`src/rtl/mul_core_ctrl_pkg.sv`:
```
// Shared types and constants for the mul_core_ctrl sequencer.
// Latency: n/a (declarations only).
// Backpressure: n/a.
package mul_core_ctrl_pkg;

  // Sequencer states; the encoding is visible on debug taps, so keep it fixed.
  typedef enum logic [1:0] {
    S_IDLE = 2'd0,
    S_RUN  = 2'd1,
    S_DONE = 2'd2
  } state_t;

  // Cycles from an operand read being issued to its product being presented:
  // one for the SRAM read, one for the registered multiplier.
  localparam int PIPE_LAT = 2;

endpackage

```
`src/rtl/mul_core.sv`:
```
// Registered unsigned multiplier: o_result = i_a * i_b.
// Latency: 1 cycle from i_valid to o_valid.
// Backpressure: none, accepts one operand pair per cycle unconditionally.
// Ports: clk, reset_n (synchronous, active-low), i_valid/i_a/i_b in,
//        o_valid/o_result out (2*IN_DATA_WIDTH wide).
module mul_core #(
  parameter int IN_DATA_WIDTH = 8
) (
  input  logic                       clk,
  input  logic                       reset_n,
  input  logic                       i_valid,
  input  logic [IN_DATA_WIDTH-1:0]   i_a,
  input  logic [IN_DATA_WIDTH-1:0]   i_b,
  output logic                       o_valid,
  output logic [2*IN_DATA_WIDTH-1:0] o_result
);

  // Zero-extend first so the multiply is carried out at full product width.
  logic [2*IN_DATA_WIDTH-1:0] a_ext, b_ext;
  assign a_ext = {{IN_DATA_WIDTH{1'b0}}, i_a};
  assign b_ext = {{IN_DATA_WIDTH{1'b0}}, i_b};

  always_ff @(posedge clk) begin
    if (!reset_n) begin
      o_valid  <= 1'b0;
      o_result <= '0;
    end else begin
      o_valid <= i_valid;
      if (i_valid) begin
        o_result <= a_ext * b_ext;
      end
    end
  end

endmodule

```
`src/rtl/mul_core_ctrl.sv`:
```
// Run sequencer: streams N operand pairs from SRAM0 through mul_core into SRAM1.
// Latency: reads in cycles 1..N, writes in cycles 3..N+2, o_done in cycle N+3.
// Backpressure: none; one product per cycle, i_run ignored outside IDLE.
// Ports: clk, reset (sync, active-high); control i_run, i_num_cnt, o_idle,
//        o_running, o_done; operand SRAM o_addr0/o_ce0/i_q0; result SRAM
//        o_addr1/o_ce1/o_we1/o_d1.
module mul_core_ctrl
  import mul_core_ctrl_pkg::*;
#(
  parameter int IN_DATA_WIDTH = 8,
  parameter int ADDR_WIDTH    = 7,
  parameter int CNT_BIT       = 8
) (
  input  logic                       clk,
  input  logic                       reset,
  input  logic                       i_run,
  input  logic [CNT_BIT-1:0]         i_num_cnt,
  output logic                       o_idle,
  output logic                       o_running,
  output logic                       o_done,
  output logic [ADDR_WIDTH-1:0]      o_addr0,
  output logic                       o_ce0,
  input  logic [2*IN_DATA_WIDTH-1:0] i_q0,
  output logic [ADDR_WIDTH-1:0]      o_addr1,
  output logic                       o_ce1,
  output logic                       o_we1,
  output logic [2*IN_DATA_WIDTH-1:0] o_d1
);

  localparam int DW = 2 * IN_DATA_WIDTH;
  localparam logic [CNT_BIT-1:0] MAX_RUN = CNT_BIT'(2 ** ADDR_WIDTH);

  state_t               state;
  logic [CNT_BIT-1:0]   rd_cnt;     // address of the read currently presented
  logic [CNT_BIT-1:0]   wr_cnt;     // address of the next product to write
  logic [CNT_BIT-1:0]   r_last;     // index of the final pair of this run
  logic                 rd_en;      // a read is being presented this cycle
  logic                 q_vld;      // i_q0 carries data from last cycle's read
  logic                 mc_vld;
  logic [DW-1:0]        mc_res;
  logic [CNT_BIT-1:0]   num_clamped;
  logic [CNT_BIT-1:0]   num_last;
  logic                 wr_fire;

  // Oversized requests are clamped so addresses never wrap.
  always_comb begin
    num_clamped = (i_num_cnt > MAX_RUN) ? MAX_RUN : i_num_cnt;
    num_last    = num_clamped - CNT_BIT'(1);
  end

  mul_core #(
    .IN_DATA_WIDTH(IN_DATA_WIDTH)
  ) u_mul_core (
    .clk      (clk),
    .reset_n  (~reset),
    .i_valid  (q_vld),
    .i_a      (i_q0[DW-1:IN_DATA_WIDTH]),
    .i_b      (i_q0[IN_DATA_WIDTH-1:0]),
    .o_valid  (mc_vld),
    .o_result (mc_res)
  );

  // Writes are qualified with reset directly so that a reset cycle in the
  // middle of a run never lets an in-flight product reach the result SRAM.
  assign wr_fire = mc_vld && (state == S_RUN) && !reset;

  assign o_ce0   = rd_en;
  assign o_addr0 = rd_cnt[ADDR_WIDTH-1:0];
  assign o_ce1   = wr_fire;
  assign o_we1   = wr_fire;
  assign o_addr1 = wr_fire ? wr_cnt[ADDR_WIDTH-1:0] : '0;
  assign o_d1    = wr_fire ? mc_res : '0;

  always_ff @(posedge clk) begin
    if (reset) begin
      state     <= S_IDLE;
      o_idle    <= 1'b1;
      o_running <= 1'b0;
      o_done    <= 1'b0;
      rd_en     <= 1'b0;
      q_vld     <= 1'b0;
      rd_cnt    <= '0;
      wr_cnt    <= '0;
      r_last    <= '0;
    end else begin
      q_vld <= rd_en;
      case (state)
        S_IDLE: begin
          if (i_run) begin
            r_last <= num_last;
            rd_cnt <= '0;
            wr_cnt <= '0;
            o_idle <= 1'b0;
            if (i_num_cnt == '0) begin
              // Empty run: report completion without touching either SRAM.
              state  <= S_DONE;
              o_done <= 1'b1;
            end else begin
              state     <= S_RUN;
              o_running <= 1'b1;
              rd_en     <= 1'b1;
            end
          end
        end
        S_RUN: begin
          if (rd_en) begin
            if (rd_cnt == r_last) begin
              rd_en <= 1'b0;
            end else begin
              rd_cnt <= rd_cnt + CNT_BIT'(1);
            end
          end
          if (wr_fire) begin
            wr_cnt <= wr_cnt + CNT_BIT'(1);
            if (wr_cnt == r_last) begin
              state     <= S_DONE;
              o_running <= 1'b0;
              o_done    <= 1'b1;
            end
          end
        end
        S_DONE: begin
          state  <= S_IDLE;
          o_done <= 1'b0;
          o_idle <= 1'b1;
        end
        default: begin
          state     <= S_IDLE;
          o_idle    <= 1'b1;
          o_running <= 1'b0;
          o_done    <= 1'b0;
          rd_en     <= 1'b0;
        end
      endcase
    end
  end

endmodule

```
`config.mk`:
```
export PLATFORM = sky130hd
export DESIGN_NAME = mul_core_ctrl
export DESIGN_NICKNAME = d
export VERILOG_FILES = /design/src/rtl/mul_core_ctrl_pkg.sv /design/src/rtl/mul_core.sv /design/src/rtl/mul_core_ctrl.sv
export SDC_FILE = /design/constraint.sdc
export NUM_CORES = 1
export LEC_CHECK = 0
export CAP_MARGIN = 25
export CORE_ASPECT_RATIO = 0.7
export CORE_MARGIN = 5
export CORE_UTILIZATION = 52
export CTS_BUF_LIST = sky130_fd_sc_hd__clkbuf_4 sky130_fd_sc_hd__clkbuf_8
export DETAILED_ROUTE_END_ITERATION = 7
export HOLD_SLACK_MARGIN = 0.08
export PLACE_DENSITY = 0.85
export SETUP_SLACK_MARGIN = 0.4
export SYNTH_ARGS = -nofsm -noshare
export SYNTH_HDL_FRONTEND = slang
export SYNTH_HIERARCHICAL = 1
export SYNTH_SLANG_ARGS = --single-unit
```
`constraint.sdc`:
```
create_clock -name clk -period 4.3 [get_ports clk]
set_input_delay 0.86 -clock clk [delete_from_list [all_inputs] [get_ports clk]]
set_output_delay 0.86 -clock clk [all_outputs]
set_load 0.005 [all_outputs]
```
== Yosys cells after proc, flatten, opt, wreduce, memory -nomap -nowiden ==
Index checks and enable logic that the tools add are counted.

* Flip-flop bits (word level): 48

* $add $sub $neg: 3
* Multiply operators: 1
* Order comparisons: 1
* Eq/ne operators: 11
* Muxes and demuxes: 29
* Bitwise gates (word level): 2
* Reduce and logical (&&, ||, !) cells: 14

{| class="wikitable"
|+ Operator list
! cell !! number
|-
| 8-bit two-way mux || 5
|-
| 8-bit one-hot mux with 2 select lines || 2
|-
| 8-bit by 1-bit adder with 8-bit output, second input constant || 2
|-
| 8-bit == test || 2
|-
| 8-bit by 8-bit multiplier with 16-bit output || 1
|-
| 16-bit two-way mux || 1
|-
| 2-bit != test, second input constant || 6
|-
| 1-bit two-way mux || 11
|-
| 3-bit AND reduction || 3
|-
| 8-bit > comparator, second input constant || 1
|-
| 8-bit zero test || 1
|-
| 2-bit two-way mux || 4
|-
| 4-bit AND reduction || 2
|-
| 8-bit by 1-bit subtractor with 8-bit output, second input constant || 1
|-
| 7-bit two-way mux || 1
|-
| 1-bit one-hot mux with 3 select lines || 2
|-
| 5-bit AND reduction || 1
|-
| 1-bit one-hot mux with 2 select lines || 2
|-
| 2-bit one-hot mux with 2 select lines || 1
|-
| 2-bit AND reduction || 2
|-
| 2-bit by 1-bit == test with 1-bit output, second input constant || 1
|-
| 2-bit == test, second input constant || 1
|-
| 1-bit logical AND || 2
|-
| 2-bit zero test || 1
|-
| 4 further kinds || 5
|}

== Depth between registers and ports, before layout ==
Gate-level depths: netlist (run 1).

* Depth in word-level cells: 5
* Gate-level depth with buffers: 15
* Gate-level depth less buffers: 15

== Modules after synthesis ==
Netlist (run 1), hierarchy kept.

{| class="wikitable"
|+ By module, submodules not included
! module !! times used !! cells each !! area each (µm²)
|-
| mul_core || 1 || 302 || 2,685.1
|-
| mul_core_ctrl || 1 || 238 || 1,973.1
|}

== Worst setup path after synthesis (run 1) ==
No wires, ideal clock.

* Kind: input to register
* From: input port i_q0[11]
* To: register u_mul_core.o_result[13]
* Library setup time: 0.117 ns
* Arrival time: 4.394 ns
* Data required time: 4.183 ns
* Slack: -0.212 ns
* Stages on the path: 15
* Buffers on the path: 0
* Cell sequence: and2_1 fa_1 inv_1 fa_1 inv_1 fa_1 inv_1 fa_1 inv_1 ha_1 nand2_1 a211oi_2 o2111ai_1 a21o_1 a32o_1

* Cells in the longest elaborated chain, start to end: 1

{| class="wikitable"
|+ RTL lines
! what !! line !! source
|-
| from (decl) || mul_core_ctrl.sv:23 || <nowiki>input logic [2*IN_DATA_WIDTH-1:0] i_q0,</nowiki>
|-
| 8-bit by 8-bit multiplier with 16-bit output || mul_core.sv:30 || <nowiki>o_result <= a_ext * b_ext;</nowiki>
|-
| to (signal assigned) || mul_core.sv:30 ||
|-
| to (decl) || mul_core.sv:15 || <nowiki>output logic [2*IN_DATA_WIDTH-1:0] o_result</nowiki>
|}

No other way between the ends.
A chain may end at the register's enable or synchronous reset.

== Worst setup path after layout (run 1) ==
* From: input port i_q0[4]
* To: register u_mul_core.o_result[9]

Same word-level chain as after synthesis.

==> impl_metrics.sql, run 1 <==
INSERT INTO impl_metrics (metric_group, metric, value, unit) VALUES
('final_layout', 'num-nets-final', '740', ''),
('flow_run', 'max-cap-violations', '0', ''),
('global_route', 'number_of_global_route_vias_before_repair', '4085', ''),
('synth', 'synth_flop_cell', 'sky130_fd_sc_hd__dfxtp_1', ''),
('synth', 'ys.warnings.count', '6', ''),
('timing', 'tightest_slew', '0.914', 'ns'),
('detailed_routing', 'ant_nets', '0', ''),
('timing', 'hold_viol', '0', ''),
('detailed_routing', 'drt_iter0_markers', '375', ''),
('synth', 'number_of_flip_flops_and_latches_in_the_synthesized_netlist', '48', ''),
('min_path', 'worstHoldPathCells', '1', ''),
('timing', 'totalNegativeSetupSlack', '0', 'ns'),
('detailed_routing', 'drt-vias-per-instance', '5.64', ''),
('global_route', 'antenna_found_initial', '0', ''),
('timing', 'grt_setup_unrepaired', 'true', ''),
('synth', 'postSynth.asyncResetShare', '0', '%'),
('synth', 'dominant_combinational_cell_family_by_area_after_synthesis', 'simple AND/OR/NAND/NOR gates', ''),
('die', 'die-width', '123', 'um'),
('timing', 'slew_viol_final', '0', ''),
('critical_path', 'worstPathMaxFanout', '7', ''),
('final_layout', 'antenna-diode-count', '0', ''),
('clock_network', 'clock_tree.root_cell', 'sky130_fd_sc_hd__clkbuf_8', ''),
('clock_network', 'numCtsBuffers', '5', ''),
('global_route', 'globalRoute.busiestLayer', 'met2', ''),
('detailed_routing', 'first_pass_iters', '6', ''),
('synth', 'netlist.area_leader.share', '20.6', '%'),
('critical_path', 'critical_setup_path_class', 'input pin to flop', ''),
('detailed_routing', 'detail_route.drc_violations', '0', ''),
('timing', 'holdWs', '0.488', 'ns'),
('global_route', 'grt_start_max_net_pins', '27', ''),
('detailed_routing', 'routed_wl', '12500', 'um'),
('power_and_ir_drop', 'worst_ir_drop_vdd', '0.000233', 'V'),
('timing', 'max_clock_freq', '233', 'MHz'),
('synth', 'synth.top_cells.by_count', '69 x sky130_fd_sc_hd__and2_1, 56 x sky130_fd_sc_hd__inv_1, 56 x sky130_fd_sc_hd__nand2_1', ''),
('final_layout', 'flow.area_growth_from_synthesis', '28.8', '%'),
('synth', 'synth-seq-area-share', '20.6', '%'),
('timing', 'maxSlewHeadroom', '39.0', '%'),
('place', 'dp_hpwl', '9480', 'um'),
('synth', 'muxShareOfSynthArea', '3.55', '%'),
('synth', 'synth.top_cells.by_area', 'sky130_fd_sc_hd__dfxtp_1 21%, sky130_fd_sc_hd__fa_1 15%, sky130_fd_sc_hd__ha_1 10%', ''),
('critical_path', 'timing.critical_path.from_type', 'input pin', ''),
('synth', 'synth_compound_gate_area_share', '11.3', '%'),
('global_route', 'global_route_wire_length_before_repair', '20200', 'um'),
('place', 'port_buffers', '62', ''),
('final_layout', 'stdcell_area', '6000', 'um^2'),
('timing', 'period_share', '99.9', '%'),
('critical_path', 'timing.critical_path.arrival', '4.49', 'ns'),
('die', 'core', '8580', 'um^2'),
('clock_network', 'worstSkewPairLatency', '0.31', 'ns'),
('synth', 'synthesized_instance_count', '540', ''),
('power_and_ir_drop', 'power.density_cell_area', '371', 'nW/um^2'),
('global_route', 'met3_usage', '3.92', '%'),
('status', 'run_status', 'finished clean', ''),
('critical_path', 'worstSetupStartpoint', 'i_q0[4]', ''),
('synth', 'syn_avg_cell_area', '8.63', 'um^2'),
('clock_network', 'tritoncts', 'done', ''),
('clock_network', 'cts-hold-fix-buffers', '0', ''),
('min_path', 'hold_start', 'u_mul_core/o_result[4]$_SDFFE_PN0P_', ''),
('final_layout', 'layout-drive-gt1-share', '18.8', '%'),
('min_path', 'worstHoldPathType', 'flop to flop', ''),
('synth', 'synth_xor_xnor_area_share', '5.26', '%'),
('synth', 'synth_cell_type_count', '61', ''),
('synth', 'synth_most_common_cell', 'sky130_fd_sc_hd__and2_1', ''),
('synth', 'netlist.top_cell.by_area', 'sky130_fd_sc_hd__dfxtp_1', ''),
('final_layout', 'post_layout_nonfiller_instances', '759', ''),
('die', 'floorplan.initialDensity', '54.3', '%'),
('global_route', 'grt_use_total', '23.0', '%'),
('synth', 'synth_simple_gate_area_share', '26.1', '%'),
('final_layout', 'final_util', '69.9', '%'),
('clock_network', 'clk_transition_reported_paths', '0.10', 'ns'),
('die', 'rows', '28', '');
## where the power goes
group	internal [mW]	switching (mW)
Combinational	0.690	0.738
Clock	0.114	0.156
Sequential	0.483	0.0469
## placed cells by master (no fill, tap or decap), types with 3 or more instances in the layout
cell type and n:
sky130_fd_sc_hd__or3_1 6, sky130_fd_sc_hd__fa_1 33, sky130_fd_sc_hd__nand2b_1 4, sky130_fd_sc_hd__buf_2 4, sky130_fd_sc_hd__nand4_1 10, sky130_fd_sc_hd__or4_1 5
sky130_fd_sc_hd__a21oi_1 19, sky130_fd_sc_hd__clkbuf_8 5, sky130_fd_sc_hd__o31ai_1 4, sky130_fd_sc_hd__buf_6 8, sky130_fd_sc_hd__nor2b_1 10, sky130_fd_sc_hd__ha_4 6
sky130_fd_sc_hd__mux2i_1 15, sky130_fd_sc_hd__and2_4 7, sky130_fd_sc_hd__o21ai_1 3, sky130_fd_sc_hd__nor2_1 19, sky130_fd_sc_hd__a211oi_1 6, sky130_fd_sc_hd__and2_1 62
sky130_fd_sc_hd__nand3_1 9, sky130_fd_sc_hd__o21ai_0 7, sky130_fd_sc_hd__clkdlybuf4s50_1 46, sky130_fd_sc_hd__ha_1 32, sky130_fd_sc_hd__xnor2_1 8, sky130_fd_sc_hd__nand2_1 53
sky130_fd_sc_hd__nand3b_1 4, sky130_fd_sc_hd__a21o_1 3, sky130_fd_sc_hd__o211a_1 3, sky130_fd_sc_hd__dfxtp_1 48, sky130_fd_sc_hd__a21oi_2 3, sky130_fd_sc_hd__inv_1 54
sky130_fd_sc_hd__nor3_1 5, sky130_fd_sc_hd__buf_4 51, sky130_fd_sc_hd__xor2_1 19, sky130_fd_sc_hd__o211ai_1 5, sky130_fd_sc_hd__and3_1 4, sky130_fd_sc_hd__fa_2 3
## per-stage QoR
step | setup slack (ns) | power, mW
after floorplan | -0.0218 | 1.28
after global placement | -0.732 | 1.62
after detailed placement | -0.823 | 1.66
after CTS | 0.0441 | 2.06
after global routing | -0.102 | 2.35
final | 0.00457 | 2.23
## state kept, by name, summed over array words and instances, names as in the netlist
name                 count
rd_cnt                   8
state                    2
o_ce0                    1
u_mul_core/o_result     16
r_last                   8
o_idle                   1
o_done                   1
wr_cnt                   8
o_running                1
u_mul_core/o_valid       1
q_vld                    1
## kinds of logic (layout without fill, tap and decap cells)
kind of cell	after synthesis	in the layout
AO/OA/AOI/OAI	76	76
XOR/XNOR	28	28
adder cells (fa/ha/maj)	75	75
buffers and inverters	79	178
flip-flops	48	48
multiplexers	16	16
AND/OR/NAND/NOR	218	218
## worst paths after layout
path / end / slack (ns)
max reg2reg: u_mul_core/o_result[15]$_SDFFE_PN0P_ / 2.06
min reg2reg: u_mul_core/o_result[4]$_SDFFE_PN0P_ / 0.49
max: u_mul_core/o_result[9]$_SDFFE_PN0P_ / 0.005
min: u_mul_core/o_result[4]$_SDFFE_PN0P_ / 0.49
## routing by layer
layer	wire length [um]	vias to the layer above
li1	-	1997
met1	5490	2047
met2	5770	202
met3	992	34
met4	276	0
met5	0	-
## worst max-delay path: stages
cell	delay, ns
sky130_fd_sc_hd__buf_4	0.13
sky130_fd_sc_hd__nand2_1	0.09
sky130_fd_sc_hd__fa_1	0.52
sky130_fd_sc_hd__fa_1	0.58
sky130_fd_sc_hd__fa_1	0.44
sky130_fd_sc_hd__fa_1	0.56
sky130_fd_sc_hd__inv_1	0.07
sky130_fd_sc_hd__ha_4	0.30
sky130_fd_sc_hd__nand2_4	0.06
sky130_fd_sc_hd__a211oi_4	0.28
sky130_fd_sc_hd__buf_4	0.18
sky130_fd_sc_hd__buf_6	0.09
sky130_fd_sc_hd__nor2b_4	0.03
sky130_fd_sc_hd__xor2_1	0.19
sky130_fd_sc_hd__o21ai_1	0.10
## final cells by class
class,count,area [um^2]
multi-input cells,413,3580
fillers,620,2580
repair buffers,114,1010
well taps,120,150
clock buffers,5,68.8
clock inverters,3,18.8
inverters,56,210
flip-flops and latches,48,961
## what timing repair did
| item | CTS | global route |
|---|---|---|
| setup endpoints to repair | 11 | 10 |
| resized for setup | 89 | 23 |
| hold endpoints to repair | 0 | 0 |
| pin swaps | 28 | 32 |
| buffers inserted | 6 | 5 |
Note: power is estimated with default switching activity, not from simulation.
==> run 2, diff against run 1 <==
--- a/config.mk
+++ b/config.mk
@@ -8,11 +8,12 @@
 export CAP_MARGIN = 25
 export CORE_ASPECT_RATIO = 0.7
 export CORE_MARGIN = 5
-export CORE_UTILIZATION = 52
+export CORE_UTILIZATION = 61
 export CTS_BUF_LIST = sky130_fd_sc_hd__clkbuf_4 sky130_fd_sc_hd__clkbuf_8
 export DETAILED_ROUTE_END_ITERATION = 7
+export DONT_BUFFER_PORTS = 1
 export HOLD_SLACK_MARGIN = 0.08
-export PLACE_DENSITY = 0.85
+export PLACE_DENSITY = 0.86
 export SETUP_SLACK_MARGIN = 0.4
 export SYNTH_ARGS = -nofsm -noshare
 export SYNTH_HDL_FRONTEND = slang
==> run 2 against run 1 <==
Fmax up 2.4%. Wire length down 13%. Sequential cell count unchanged. Sequential share of layout area up 3.4 points. Worst hold slack worse by 0.040 ns. Utilization down 2.5 points. Register-to-register slack worse by 0.11 ns. Setup slack better by 0.10 ns. Critical endpoint is now u_mul_core/o_result[12]$_SDFFE_PN0P_. Largest power group unchanged.
==> impl_metrics.sql, run 2 (synthesis results as in run 1) <==
INSERT INTO impl_metrics (metric_group, metric, value, unit) VALUES
('clock_network', 'cts.sinks', '48', ''),
('place', 'dp.cells', '625', ''),
('timing', 'setup_ws', '0.107', 'ns'),
('final_layout', 'most-common-layout-cells', '68 x sky130_fd_sc_hd__and2_1, 55 x sky130_fd_sc_hd__inv_1, 55 x sky130_fd_sc_hd__nand2_1', ''),
('detailed_routing', 'drt-vias-per-instance', '6.05', ''),
('timing', 'grt_setup_unrepaired', 'true', ''),
('critical_path', 'critPathMaxStageDelay', '0.54', 'ns'),
('power_and_ir_drop', 'power.density_cell_area', '388', 'nW/um^2'),
('detailed_routing', 'first_pass_iters', '5', ''),
('power_and_ir_drop', 'total_net_switching_power', '0.813', 'mW'),
('die', 'die_y', '83.1', 'um'),
('place', 'placedInstanceArea', '4790', 'um^2'),
('min_path', 'worstHoldPathCells', '2', ''),
('critical_path', 'critPathMostFrequentCell', 'sky130_fd_sc_hd__fa_1', ''),
('global_route', 'antenna_found_initial', '0', ''),
('timing', 'max_clock_freq', '239', 'MHz'),
('min_path', 'hold_start', 'u_mul_core/o_result[8]$_SDFFE_PN0P_', ''),
('detailed_routing', 'ant_nets', '0', ''),
('clock_network', 'tritoncts', 'done', ''),
('clock_network', 'postCtsSetupRepairBufs', '0', ''),
('timing', 'clock-skew-final', '0.0106', 'ns'),
('power_and_ir_drop', 'p_leak', '2.22', 'nW'),
('detailed_routing', 'drt_iter0_markers', '323', ''),
('clock_network', 'clock_tree.buffer_depth', '2', ''),
('final_layout', 'flow.area_growth_from_synthesis', '6.45', '%'),
('timing', 'maxSlewHeadroom', '35.5', '%'),
('place', 'gp_congestion', '0.841', ''),
('critical_path', 'rr_startpoint', 'state[1]$_SDFFE_PP0P_', ''),
('final_layout', 'top_register', 'u_mul_core/o_result', ''),
('critical_path', 'timing.critical_path.arrival', '4.44', 'ns'),
('timing', 'fin_crit', '4.19', 'ns'),
('global_route', 'grt_use_total', '22.8', '%'),
('global_route', 'grt_start_max_net_pins', '27', ''),
('global_route', 'global_route_wire_length_before_repair', '17800', 'um'),
('min_path', 'hold_end', 'u_mul_core/o_result[8]$_SDFFE_PN0P_', ''),
('status', 'run_status', 'finished clean', ''),
('critical_path', 'worst-path-stages', '15', ''),
('timing', 'hold_viol', '0', ''),
('place', 'pre_cts_slack', '-0.253', 'ns'),
('timing', 'timing.final.setup_violations', '0', ''),
('critical_path', 'worstPathMaxFanout', '8', ''),
('place', 'dp_hpwl', '8730', 'um'),
('final_layout', 'n_fill_cell', '562', ''),
('clock_network', 'h_tree_level_count', '2', ''),
('detailed_routing', 'detail_route.drc_violations', '0', ''),
('power_and_ir_drop', 'internal_power', '1.11', 'mW'),
('clock_network', 'numCtsBuffers', '5', ''),
('global_route', 'number_of_global_route_vias_before_repair', '3661', ''),
('critical_path', 'crit_buf_inv', '4', ''),
('clock_network', 'clk_transition_reported_paths', '0.08', 'ns'),
('final_layout', 'post_layout_nonfiller_instances', '633', ''),
('final_layout', 'final_common_cell', 'sky130_fd_sc_hd__and2_1', ''),
('critical_path', 'critical_setup_path_class', 'input pin to flop', ''),
('final_layout', 'stdcell_area', '4960', 'um^2'),
('critical_path', 'r2r_cells', '4', ''),
('detailed_routing', 'routed_wl', '10900', 'um'),
('place', 'port_buffers', '0', ''),
('timing', 'period_share', '97.5', '%'),
('die', 'core', '7350', 'um^2'),
('critical_path', 'critPathSlowestCell', 'sky130_fd_sc_hd__fa_1', ''),
('power_and_ir_drop', 'worst_ir_drop_vdd', '0.000273', 'V'),
('critical_path', 'setup.reg_to_reg.worst_slack', '1.95', 'ns'),
('timing', 'tightest_slew', '0.964', 'ns'),
('power_and_ir_drop', 'p_seq_share', '27.6', '%'),
('clock_network', 'worstSkewPairLatency', '0.31', 'ns'),
('die', 'die-width', '114', 'um'),
('power_and_ir_drop', 'switching_share', '42.3', '%'),
('die', 'rows', '26', ''),
('critical_path', 'endpoint_kind', 'flop', ''),
('global_route', 'gr-total-overflow', '0', ''),
('power_and_ir_drop', 'part_of_the_total_power_dissipated_in_combinational_logic', '57.6', '%'),
('critical_path', 'critPathRequiredTime', '4.55', 'ns'),
('final_layout', 'layout-drive-gt1-share', '9.16', '%'),
('final_layout', 'largest_register_ff_count', '16', ''),
('critical_path', 'timing.critical_path.max_delay_family', 'adder cells', ''),
('clock_network', 'clock_tree.root_cell', 'sky130_fd_sc_hd__clkbuf_8', ''),
('power_and_ir_drop', 'clock_power_share', '14.8', '%'),
('min_path', 'worstHoldPathType', 'flop to flop', ''),
('die', 'fp.dieArea', '9510', 'um^2'),
('detailed_routing', 'via_count', '3832', ''),
('final_layout', 'antenna-diode-count', '0', ''),
('critical_path', 'ff_to_ff_end', 'rd_cnt[0]$_SDFFE_PP0P_', ''),
('die', 'floorplan.initialDensity', '63.4', '%'),
('final_layout', 'num-nets-final', '636', ''),
('timing', 'slew_viol_final', '0', ''),
('die', 'num_io_pins', '63', ''),
('critical_path', 'timing.critical_path.from_type', 'input pin', ''),
('flow_run', 'max-cap-violations', '0', ''),
('critical_path', 'crit_path_cell_trace', 'and2_4 -> fa_1 -> inv_1 -> fa_1 -> inv_1 -> fa_1 -> inv_1 -> fa_1 -> inv_2 -> ha_4 -> o211ai_1 -> o21ai_2 -> a41oi_2 -> nor4b_2 -> a211o_1', ''),
('detailed_routing', 'drt-wirelength-per-cell', '17.2', 'um');
[run 2: power by group through the flow]
stage | sequential [mW] | clock (mW) | combinational (mW)
after floorplan | 0.513 | 0 | 0.767
after global placement | 0.537 | 0 | 0.957
after detailed placement | 0.539 | 0 | 0.993
after CTS | 0.529 | 0.290 | 1.04
after global routing | 0.537 | 0.305 | 1.22
final | 0.530 | 0.285 | 1.11
[run 2: worst max path at each step]
stage              from                                    to  slack [ns]
6_report       i_q0[13]  u_mul_core/o_result[12]$_SDFFE_PN0P_        0.11
5_1_grt        i_q0[13]  u_mul_core/o_result[13]$_SDFFE_PN0P_        0.03
2_1_floorplan  i_q0[13]  u_mul_core/o_result[13]$_SDFFE_PN0P_       -0.02
4_1_cts        i_q0[13]  u_mul_core/o_result[12]$_SDFFE_PN0P_        0.11
3_5_place_dp   i_q0[13]  u_mul_core/o_result[13]$_SDFFE_PN0P_       -0.25
3_3_place_gp   i_q0[13]  u_mul_core/o_result[13]$_SDFFE_PN0P_       -0.16
[run 2: worst min-delay path, cell delays in order (launching register included)]
cell                      delay (ns)
sky130_fd_sc_hd__dfxtp_1        0.31
sky130_fd_sc_hd__nand2_1        0.05
sky130_fd_sc_hd__o21ai_1        0.05
[run 2: timing repair]
item	CTS	global route
resized for setup	5	8
cloned	0	0
endpoints found under the setup margin	8	8
pin swaps	3	7
hold buffers	0	0
[run 2: final cells by class]
class | instances | area, um^2 | share of cell area [%]
clock inverter | 2 | 15.0 | 0.303
clock buffer | 6 | 82.6 | 1.67
sequential | 48 | 961 | 19.4
inverter | 56 | 210 | 4.24
timing repair buffer | 10 | 75.1 | 1.51
multi-input combinational | 413 | 3490 | 70.4
tap | 98 | 123 | 2.47
[run 2: stage by stage]
stage	hold slack (ns)	utilization, %	TNS (ns)	total power, mW
floorplan	0.421	-	-0.0218	1.28
finish	0.448	67.4	0	1.92
detailed placement	0.440	65.2	-0.978	1.53
global route	0.506	67.4	0	2.06
global placement	0.431	65.2	-0.401	1.49
CTS	0.452	66.9	0	1.86
[run 2: routing by layer]
metal  track usage, %  vias to the layer above  routed length (um)  part of all wire, %
met4             6.69                        0                 212                  1.9
met1             33.0                     1845                4850                   44
met2             32.8                      171                4850                   44
met3             6.76                       24                1000                  9.2
met5                0                        -                   0                    0
li1                 -                     1792                   -                    -
